## src/rtl/div_pkg.sv

```systemverilog
// Shared types and defaults for the sequential restoring divider.
// Holds the FSM state encoding and the default operand/counter widths.
package div_pkg;

  localparam int WIDTH_DEF = 8;
  localparam int CNT_W_DEF = 4;

  typedef enum logic [1:0] {
    ST_IDLE = 2'b00,
    ST_RUN  = 2'b01,
    ST_DONE = 2'b10
  } state_t;

endpackage

```

## src/rtl/div_step_counter.sv

```systemverilog
// Loadable down-counter that tracks the remaining quotient steps.
// A load takes priority over a decrement; zero_flag reports an empty count.
module div_step_counter #(
  parameter int CNT_W = 4
) (
  input  logic             clk,
  input  logic             rst,
  input  logic             load,
  input  logic [CNT_W-1:0] load_value,
  input  logic             decrement,
  output logic [CNT_W-1:0] count,
  output logic             zero_flag
);

  // NOTE: sequential state is always written with <= so every register
  // samples the pre-edge values of its neighbours, whatever the block order.
  always_ff @(posedge clk or posedge rst) begin
    if (rst) begin
      count <= '0;
    end else if (load) begin
      count <= load_value;
    end else if (decrement) begin
      count <= count - 1'b1;
    end
  end

  assign zero_flag = (count == '0);

endmodule

```

## src/rtl/seq_restoring_divider.sv

```systemverilog
// Iterative unsigned restoring divider: one quotient bit per clock,
// launched by start and finished with a one-cycle done pulse.
module seq_restoring_divider
  import div_pkg::*;
#(
  parameter int WIDTH = WIDTH_DEF,
  parameter int CNT_W = CNT_W_DEF
) (
  input  logic             clk,
  input  logic             rst,
  input  logic             start,
  input  logic [WIDTH-1:0] dividend,
  input  logic [WIDTH-1:0] divisor,
  output logic             busy,
  output logic             done,
  output logic [WIDTH-1:0] quotient,
  output logic [WIDTH-1:0] remainder,
  output logic             div_by_zero
);

  state_t           state, state_next;
  logic [WIDTH:0]   a;
  logic [WIDTH-1:0] q;
  logic [WIDTH-1:0] m;
  logic [CNT_W-1:0] count;
  logic             zero_flag;
  logic             accept_div;
  logic             last_step;

  logic [2*WIDTH:0] aq_shl;
  logic [WIDTH:0]   a_shift;
  logic [WIDTH:0]   trial;
  logic [WIDTH:0]   a_next;
  logic [WIDTH-1:0] q_next;

  assign accept_div = (state == ST_IDLE) && start && (divisor != '0);
  assign last_step  = (state == ST_RUN) && (count == CNT_W'(1));

  div_step_counter #(.CNT_W(CNT_W)) u_counter (
    .clk        (clk),
    .rst        (rst),
    .load       (accept_div),
    .load_value (CNT_W'(WIDTH)),
    .decrement  ((state == ST_RUN) && !zero_flag),
    .count      (count),
    .zero_flag  (zero_flag)
  );

  // One restoring step: shift {A,Q}, try subtracting M, keep the result if non-negative.
  assign aq_shl  = {a, q} << 1;
  assign a_shift = aq_shl[2*WIDTH:WIDTH];
  assign trial   = a_shift - {1'b0, m};
  assign a_next  = trial[WIDTH] ? a_shift : trial;
  assign q_next  = aq_shl[WIDTH-1:0] | WIDTH'(!trial[WIDTH]);

  always_ff @(posedge clk or posedge rst) begin
    if (rst) state <= ST_IDLE;
    else     state <= state_next;
  end

  // NOTE: every combinational output gets a default first so no path
  // through the case leaves it unassigned and infers a latch.
  always_comb begin
    state_next = state;
    case (state)
      ST_IDLE: if (start) state_next = (divisor != '0) ? ST_RUN : ST_DONE;
      ST_RUN:  if (last_step) state_next = ST_DONE;
      ST_DONE: state_next = ST_IDLE;
      default: state_next = ST_IDLE;
    endcase
  end

  always_ff @(posedge clk or posedge rst) begin
    if (rst) begin
      a           <= '0;
      q           <= '0;
      m           <= '0;
      quotient    <= '0;
      remainder   <= '0;
      div_by_zero <= 1'b0;
    end else begin
      case (state)
        ST_IDLE: begin
          if (start && divisor != '0) begin
            a           <= '0;
            q           <= dividend;
            m           <= divisor;
            div_by_zero <= 1'b0;
          end else if (start) begin
            quotient    <= '1;
            remainder   <= dividend;
            div_by_zero <= 1'b1;
          end
        end
        ST_RUN: begin
          a <= a_next;
          q <= q_next;
          if (last_step) begin
            quotient  <= q_next;
            remainder <= a_next[WIDTH-1:0];
          end
        end
        default: ;
      endcase
    end
  end

  assign busy = (state == ST_RUN);
  assign done = (state == ST_DONE);

endmodule

```

## config.mk

```make
export PLATFORM = sky130hd
export DESIGN_NAME = seq_restoring_divider
export DESIGN_NICKNAME = d
export VERILOG_FILES = /design/src/rtl/div_pkg.sv /design/src/rtl/div_step_counter.sv /design/src/rtl/seq_restoring_divider.sv
export SDC_FILE = /design/constraint.sdc
export NUM_CORES = 1
export LEC_CHECK = 0
export BUFFER_PORTS_ARGS = -buffer_cell sky130_fd_sc_hd__buf_4
export CORE_AREA = 10 10 79 81
export DETAILED_ROUTE_END_ITERATION = 12
export DIE_AREA = 0 0 89 91
export HOLD_SLACK_MARGIN = 0.12
export PLACE_DENSITY = 0.82
export SYNTH_ARGS = -nofsm -noshare
export SYNTH_HDL_FRONTEND = slang
export SYNTH_SLANG_ARGS = --single-unit
```

## constraint.sdc

```tcl
create_clock -name clk -period 5 [get_ports clk]
set_input_delay 0.25 -clock clk [delete_from_list [all_inputs] [get_ports clk]]
set_output_delay 0.25 -clock clk [all_outputs]
set_load 0.005 [all_outputs]
```

# Yosys cells after proc, flatten, opt, wreduce, memory -nomap -nowiden
# Index checks and enable logic that the tools add are counted.
[totals] regBits=47 input_bits=19 output_inout_bits=19 wordCells=57
[op_classes] add_sub_neg=2 eq_ne=7 n_mux=21 bitwise_logic=1 n_reduce_logical=18
[op_table] operator="8-bit two-way mux" n=9
[op_table] operator="8-bit one-hot mux with 2 select lines" n=4
[op_table] operator="9-bit by 8-bit subtractor with 9-bit output" n=1
[op_table] operator="4-bit two-way mux" n=2
[op_table] operator="8-bit by 1-bit bitwise OR with 8-bit output" n=1
[op_table] operator="2-bit AND reduction" n=4
[op_table] operator="8-bit nonzero test" n=1
[op_table] operator="2-bit two-way mux" n=3
[op_table] operator="2-bit nonzero test" n=3
[op_table] operator="1-bit logical AND" n=5
[op_table] operator="4-bit by 1-bit equality test with 1-bit output (second input constant)" n=1
[op_table] operator="4-bit zero test" n=1
[op_table] operator="2-bit by 1-bit != test with 1-bit output (second input constant)" n=2
[op_table] operator="2-bit != test (second input constant)" n=2
[op_table] operator="2-bit one-hot mux with 2 select lines" n=1
[op_table] operator="4-bit AND reduction" n=1
[op_table] operator="4-bit by 1-bit subtractor with 4-bit output (second input constant)" n=1
[op_table] operator="2-bit by 1-bit equality test with 1-bit output (second input constant)" n=1
[op_table] operator="2-bit equality test (second input constant)" n=1
[op_table] operator="1-bit zero test" n=2
[op_table] operator="2-bit zero test" n=1
[op_table] operator="1-bit two-way mux" n=2

# Longest topological paths before layout
# Gate-level depths: netlist of run 1.
[depth] word_depth=5 depth_mapped=10 mapped_depth_nobuf=9

# Modules after synthesis
# A second synthesis of run 1 with hierarchy kept.
[hier_totals] hier_cells=286 area_unflattened_um2=2605.0
[by_module_without_submodules] mod="seq_restoring_divider" n_inst=1 cells_per_inst=263 area_per_inst_um2=2373.5 seq_area_each_um2=1076.0
[by_module_without_submodules] mod="div_step_counter" n_inst=1 cells_per_inst=23 area_per_inst_um2=231.5 seq_area_each_um2=100.1

# Least setup slack after synthesis of run 1
# Ideal clock, no wire load.
[synth_path] kind="register to register" from="reg q[7]" to="reg remainder[3]" setup_ns=0.126 t_arrival_ns=2.259 required_time_ns=4.874 setup_slack_ns=2.615 stages_incl_launch_ff=11 path_buffers=1 synth_period_minus_slack_ns=2.385 cell_sequence="dfrtp_1 > inv_1 > ha_1 > inv_1 > fa_1 > a211oi_4 > o211a_1 > o211ai_2 > buf_6 > and3_4 > o32a_1"
[synth_via] elab_chain_len=4
[synth_lines] item="start, declared" line_no="seq_restoring_divider.sv:23" source="logic [WIDTH-1:0] q;"
[synth_lines] item="start signal, assigned" line_no="seq_restoring_divider.sv:86" source="q <= dividend;"
[synth_lines] item="start signal, assigned" line_no="seq_restoring_divider.sv:97" source="q <= q_next;"
[synth_lines] item="9-bit by 8-bit subtractor with 9-bit output" line_no="seq_restoring_divider.sv:52" source="assign trial = a_shift - {1'b0, m};"
[synth_lines] item="8-bit two-way mux" line_no="seq_restoring_divider.sv:53" source="assign a_next = trial[WIDTH] ? a_shift : trial;"
[synth_lines] item="8-bit two-way mux" line_no="seq_restoring_divider.sv:98" source="if (last_step) begin"
[synth_lines] item="8-bit one-hot mux with 2 select lines" line_no="seq_restoring_divider.sv:82" source="case (state)"
[synth_lines] item="end signal, assigned" line_no="seq_restoring_divider.sv:91" source="remainder <= dividend;"
[synth_lines] item="end signal, assigned" line_no="seq_restoring_divider.sv:100" source="remainder <= a_next[WIDTH-1:0];"
[synth_lines] item="end, declared" line_no="seq_restoring_divider.sv:17" source="output logic [WIDTH-1:0] remainder,"
# Every way passes these cells. The select of a mux whose other input is x is not followed.
# A chain may end at the register's enable or synchronous reset.

# Final worst setup path of run 1
[layout_path] from="reg q[7]" to="reg remainder[4]"
# Same word-level chain as after synthesis.

==> summary.txt, run 1 <==
Floorplan
  – Die Ht: 91 um
  – Core box area: between 4000 and 5000 sq um
  – Die width: 89 um
  – Ports: 38
  – # rows: 25
  – Starting Density: 53.5%
  – Die ar.: 8100 sq um

Clocking
  – Hold_buf cts: 0
  – Post-CTS setup buffer count: 0
  – Sink Count: 47
  – Htree depth: 2
  – CTS Buf Count: 5
  – Clock Path Buffers: 2
  – Worst-Skew Late Latency: between 0.3 and 0.4 ns
  – Clk root buf: clkbuf_8
  – Resize count post-CTS: 0
  – CTS tree: yes
  – Clock Pin Slew Worst Setup and Hold Paths: about 0.090 ns

Timing
  – Final WS setup: roughly 2.4 ns
  – Setup_tns: 0 ns
  – Hold WS: about 0.15 ns
  – Final Critical Period: 2.65 ns
  – FMAX: around 0.38 GHz
  – Measured slew at the worst slew-check pin: slightly below 1 ns
  – Max Slew Vio Count: 0
  – Final hold vios: 0
  – Setup Skew: 0.00614 ns
  – Period utilization: roughly 53%
  – Max_slew headroom: 35.1%
  – Final setup violation count: 0
  – RSZ-0062 raised after global routing: no

Placed design
  – Routability cong.: around 0.93
  – Pre-CTS WS: approximately 2.4 ns
  – Dpl cells: roughly 360
  – DP Area: 2800 sq um
  – Post-DP HPWL: 4380 um
  – Port-buffer cells: 37

Power
  – Comb pwr share: between 50% and 60%
  – Total net switching power: 1.01 mW
  – Reg power frac: between 20% and 30%
  – Worst VDD drop: roughly 0.0003 V
  – Total power draw: between 2 and 2.5 mW
  – Clk network pwr share: between 10% and 20%
  – Internal power: around 1.3 mW
  – Switching part of the total: 43.9%
  – LEAKAGE: approximately 1.3 nW
  – PD cells: slightly below 800 nW/um^2

Routing
  – Remaining DRCs: 0
  – Post-route ant nets: 0
  – Vias per cell: between 5 and 6
  – DR pass1 iterations: 4
  – Initial drt markers: roughly 170
  – WL/cell: 16.1 um
  – Vias: around 2100
  – Post-Route WL: between 5000 and 6000 um

Critical path
  – Critical path type: flop to flop
  – Crit start category: flop
  – CP arrival: 2.89 ns
  – CP endpoint kind: flop
  – Data required time of the worst path: between 5 and 6 ns
  – CP max FO: 12

Synthesis
  – Number of synthesized flops with an enable pin: 0
  – Netlist cell types: 46
  – Area leader, netlist: dfrtp_1
  – Synth Flop Type: dfrtp_1
  – Largest cells by area after synthesis: dfrtp_1, nand2_1, ha_1
  – Syn Nets: about 310
  – Synthesized area per cell: ~9.1 sq um
  – Post-synthesis sequential area ratio: a little under half
  – Share of the synthesized area in the top cell type: between 40 and 50%
  – Cells after synthesis: around 280
  – Fraction of registers with async set/reset: 100%
  – Netlist Area Pre-Place: approximately 2500 sq um
  – Yosys reg bits: 47
  – YS warnings: 0

Global routing
  – Initial antenna violation count: 0
  – First-pass GRT wire length: about 9600 um
  – GRT overflow: 0
  – Vias in the first global route: 1949
  – Largest net degree at the start of global routing: 48
  – GRT Util Overall: 14.5%

Cells and area
  – Final core utilization: between 60% and 70%
  – Antenna cells: 0
  – Register Area: about 1200 sq um
  – Final instance area: 2920 sq um
  – Area growth syn-to-layout: 17.1%
  – Fin cells: between 300 and 400
  – Final nets: 340
  – Share of cells above drive strength 1: between 10% and 20%
  – Multi-input gate area in the final layout: 1200 sq um
  – Layout fillers: ~400

Min path
  – Worst Hold Class: input pin to flop

Run status
  – Status: finished clean

Run
  – Maxcap violations: 0
layout make-up:
type	count	area share, %
multi-input combinational	201	41.1
sequential	47	40.3
timing repair buffer	39	10.0
clock buffer	6	2.83
tap	54	2.31
inverter	16	2.10
clock inverter	2	1.33
cells in the final DEF (no fill, tap or decap), types with 2 or more instances in the layout:
cell / n
nor4_1: 3
buf_4: 39
dfrtp_1: 47
xnor2_1: 4
nand3_1: 5
and3_1: 2
clkbuf_8: 6
a21o_1: 2
a21oi_1: 20
and2_1: 3
a31oi_1: 10
o32a_1: 2
inv_1: 14
nor3b_1: 2
or3_1: 4
ha_1: 10
nor2_1: 28
o211ai_1: 4
nor3_1: 5
xor2_1: 2
o211a_1: 2
o211ai_2: 2
nand2b_1: 2
nand2_1: 48
a211oi_1: 5
o21ai_0: 17
a211o_1: 3
registers in the layout, indices dropped and copies added, names as in the netlist:
| register | cells |
|---|---|
| a | 8 |
| m | 8 |
| q | 8 |
| quotient | 8 |
| remainder | 8 |
| u_counter.count | 4 |
| state | 2 |
| div_by_zero | 1 |
path summary, 6_finish.rpt:
path | to | slack (ns) | start | cells after the start
max in group asynchronous | remainder[0] | 4.22 | rst | 2
worst min-delay path | m[6] | 0.15 | divisor[6] | 3
worst max-delay path | remainder[4] | 2.35 | q[7] | 9
min in group asynchronous | quotient[4] | 0.16 | rst | 2
worst min register to register | m[0] | 0.49 | m[0] | 2
worst max register to register | remainder[4] | 2.35 | q[7] | 9
critical path, cell delays in order (launching register included):
cell	delay [ns]
dfrtp_1	0.40
inv_1	0.08
ha_1	0.16
inv_1	0.05
fa_1	0.43
a211oi_4	0.32
o211a_1	0.24
o211ai_2	0.24
nor4_1	0.44
o32a_1	0.22
logic make-up (layout without fill, tap and decap cells):
| logic type | Yosys count | in the layout | share of synthesized area, % |
|---|---|---|---|
| muxes | 2 | 2 | 1.00 |
| xor gates and xnor gates | 6 | 6 | 2.11 |
| DFF | 47 | 47 | 47.1 |
| AOI/OAI and AO/OA | 74 | 74 | 19.7 |
| adders and majority gates | 11 | 11 | 5.82 |
| and+or+nand+nor | 108 | 108 | 19.5 |
| buffers and inverters | 27 | 63 | 4.71 |
cell usage after synthesis, types with 4 or more instances:
cell,instances
dfrtp_1,47
nand2_1,48
or3_1,4
nor3_1,5
nand3_1,5
a21oi_1,20
inv_1,15
a211oi_1,5
nor2_1,28
ha_1,10
a31oi_1,10
clkbuf_1,6
o211ai_1,4
o21ai_0,17
xnor2_1,4
power by group through the flow:
| stage | Sequential, mW | Combinational, mW | Clock, mW |
|---|---|---|---|
| 3_5_place_dp | 0.688 | 1.31 | 0 |
| 4_1_cts | 0.681 | 1.32 | 0.303 |
| 5_1_grt | 0.707 | 1.46 | 0.318 |
| 3_3_place_gp | 0.681 | 1.26 | 0 |
| 6_report | 0.682 | 1.32 | 0.300 |
| 2_1_floorplan | 0.663 | 0.996 | 0 |
per-layer routing:
layer  track usage (%)  part of all wire, %  up-vias  routed length [um]
li1                  -                    -     1032                   -
met1              20.1                   47      973                2740
met2              21.6                   45       71                2610
met3              4.11                  7.8        6                 460
met4              3.58                 0.87        0                  51
met5                 0                    0        -                   0
Power figures use the tool's default switching activity.
==> run 2, diff against run 1 <==
- clock period: 5 -> 2.6 ns (I/O delays scaled with it)
==> run 2 against run 1 <==
Sequential power grew 92%. Fmax is 5.7% higher. Final area is 7.7% higher. Clock skew grew 0.0029 ns. Total power up 99%.
==> summary.txt, run 2 (same netlist as run 1, synthesis figures left out) <==
Power
  – Worst VDD drop: 0.000694 V (+120%)
  – LEAKAGE: 1.42 nW (+6.8%)
  – Comb pwr share: 59.6% (+2.3 points)
  – Switching part of the total: 43.5% (-0.45 points)
  – Clk network pwr share: 11.8% (-1.2 points)
  – Reg power frac: 28.6% (-1.1 points)
  – Internal power: 2.59 mW (+100%)
  – Total net switching power: 1.99 mW (+97%)
  – PD cells: 1460 nW/um^2 (+85%)

Placed design
  – Post-DP HPWL: 4350 um (-0.68%)
  – Port-buffer cells: 37 (unchanged)
  – Pre-CTS WS: 0.0781 ns (-2.33 ns)
  – Routability cong.: 0.934 (+0.69%)
  – Dpl cells: 361 (+1.1%)

Timing
  – Final WS setup: 0.0942 ns (-2.26 ns)
  – FMAX: 0.399 GHz (+5.7%)
  – Max_slew headroom: 35.4% (+0.35 points)
  – Hold WS: 0.406 ns (+0.255 ns)
  – Period utilization: 96.4% (+43 points)
  – Measured slew at the worst slew-check pin: 0.967 ns (-0.00669 ns)
  – Max Slew Vio Count: 0 (unchanged)
  – Setup Skew: 0.00906 ns (+0.00292 ns)
  – Final Critical Period: 2.51 ns (-0.144 ns)
  – Final hold vios: 0 (unchanged)
  – Final setup violation count: 0 (unchanged)

Cells and area
  – Final core utilization: 67.5% (+4.8 points)
  – Fin cells: 388 (+6.3%)
  – Final nets: 363 (+6.8%)
  – Area growth syn-to-layout: 26.0%
  – Share of cells above drive strength 1: 19.2% (+1.2 points)
  – Antenna cells: 0 (unchanged)
  – Commonest non-fill, non-tap cell in the layout: nand2_1
  – Most frequent cells in the layout: nand2_1, dfrtp_1, buf_4

Floorplan
  – # rows: 25 (unchanged)
  – Core box area: 4660 sq um (unchanged)
  – Die ar.: 8100 sq um (unchanged)
  – Die Ht: 91 um (unchanged)
  – Die width: 89 um (unchanged)
  – Starting Density: 53.5% (unchanged)
  – Ports: 38 (unchanged)

Global routing
  – Largest net degree at the start of global routing: 48 (unchanged)
  – Vias in the first global route: 2163 (+11%)
  – GRT Util Overall: 15.8% (+1.3 points)
  – First-pass GRT wire length: 10500 um (+9.0%)
  – Initial antenna violation count: 0 (unchanged)
  – GRT overflow: 0 (unchanged)

Critical path
  – Worst reg2reg startpoint: q[7]
  – CP arrival: 2.69 ns (-0.20 ns)
  – Crit start category: flop
  – Critical path type: flop to flop
  – R2R Path End: remainder[6]
  – CP endpoint kind: flop
  – Worst R2R Setup Slack: 0.09 ns (-2.26 ns)
  – Worst R2R Path Depth: 10 (+1)
  – CP max FO: 8 (-4)
  – Data required time of the worst path: 2.78 ns (-2.47 ns)

Routing
  – Met2 WL: 2850 um (+9.1%)
  – Post-route ant nets: 0 (unchanged)
  – Met1 Wirelength: 2750 um (+0.37%)
  – Vias per cell: 5.71 (about the same)
  – Topmost layer with routed signal wires: met4
  – Vias: 2215 (+6.4%)
  – Post-Route WL: 6190 um (+5.5%)
  – Met3 wire len: 459 um (-0.22%)
  – WL/cell: 15.9 um (-0.71%)
  – Initial drt markers: 139 (-17%)
  – DR pass1 iterations: 4 (unchanged)
  – Remaining DRCs: 0 (unchanged)

Clocking
  – Clock Path Buffers: 2 (unchanged)
  – Clk root buf: clkbuf_8
  – Sink Count: 47 (unchanged)
  – Clock Pin Slew Worst Setup and Hold Paths: 0.09 ns (about the same)
  – CTS Buf Count: 5 (unchanged)
  – CTS tree: yes
  – Worst-Skew Late Latency: 0.30 ns (about the same)
  – Htree depth: 2 (unchanged)

Run status
  – Status: finished clean

Run
  – Maxcap violations: 0 (unchanged)

Min path
  – Hold Crit Depth: 5 (+2)
  – Hold wc startpoint: start
  – Worst Hold End: m[0]
  – Worst Hold Class: input pin to flop
==> run 2: cell count changes in the layout (fill, tap and decap cells not counted), sizes merged <==
cell         before  now
clkbuf            6    5
dlygate4sd3       0   17
clkinvlp          0    1
buf              39   45
==> run 2: routing by layer <==
layer	global-route usage, %	vias to the layer above
li1	-	1077
met1	20.1	1053
met2	24.8	73
met3	4.38	12
met4	5.84	0
met5	0	-
==> run 2: worst max path at each step <==
| stage | from | end | slack [ns] | cells past startpoint |
|---|---|---|---|---|
| 2_1_floorplan | q[7] | remainder[3] | 0.21 | 10 |
| 3_3_place_gp | q[7] | remainder[4] | 0.17 | 9 |
| 3_5_place_dp | q[7] | remainder[4] | 0.08 | 9 |
| 4_1_cts | q[7] | remainder[4] | 0.05 | 9 |
| 5_1_grt | q[7] | remainder[4] | -0.02 | 10 |
| 6_report | q[7] | remainder[6] | 0.09 | 10 |
==> run 2: worst max-delay path: stages, from the launching register on <==
cell and delay [ns]:
dfrtp_1 0.38, inv_1 0.08, ha_1 0.18, inv_1 0.06, fa_1 0.44, a211oi_4 0.24, o211a_1 0.25, o211ai_4 0.14
buf_4 0.19, a211oi_1 0.29, o21ai_0 0.14
==> run 2: final cells by class <==
| type | instances | area, sq um |
|---|---|---|
| clock buffer | 5 | 68.8 |
| sequential | 47 | 1180 |
| fill | 393 | 1520 |
| clock inverter | 3 | 46.3 |
| tap | 54 | 67.6 |
| timing repair buffer | 62 | 508 |
| multi-input combinational | 201 | 1220 |
| inverter | 16 | 61.3 |
==> run 2: metrics by stage <==
stage / cell area [sq um] / setup TNS (ns) / power, mW
final: 3140 / 0 / 4.58
after global routing: 3140 / -0.0366 / 5.01
after CTS: 3110 / 0 / 4.45
after detailed placement: 2830 / 0 / 3.87
after global placement: 2830 / 0 / 3.79
after floorplan: 2490 / 0 / 3.19
==> run 2: power groups by stage <==
stage / Combinational (mW) / Sequential [mW] / Clock (mW)
finish: 2.73 / 1.31 / 0.542
global route: 3.07 / 1.36 / 0.587
CTS: 2.59 / 1.30 / 0.558
detailed placement: 2.55 / 1.32 / 0
global placement: 2.49 / 1.31 / 0
floorplan: 1.91 / 1.28 / 0
==> run 2: repair_timing <==
action / CTS / global route
buffers inserted: 0 / 2
resized for setup: 0 / 3
setup endpoints to repair: 0 / 4
endpoints found under the hold margin: 63 / 0
hold buffers: 17 / 0
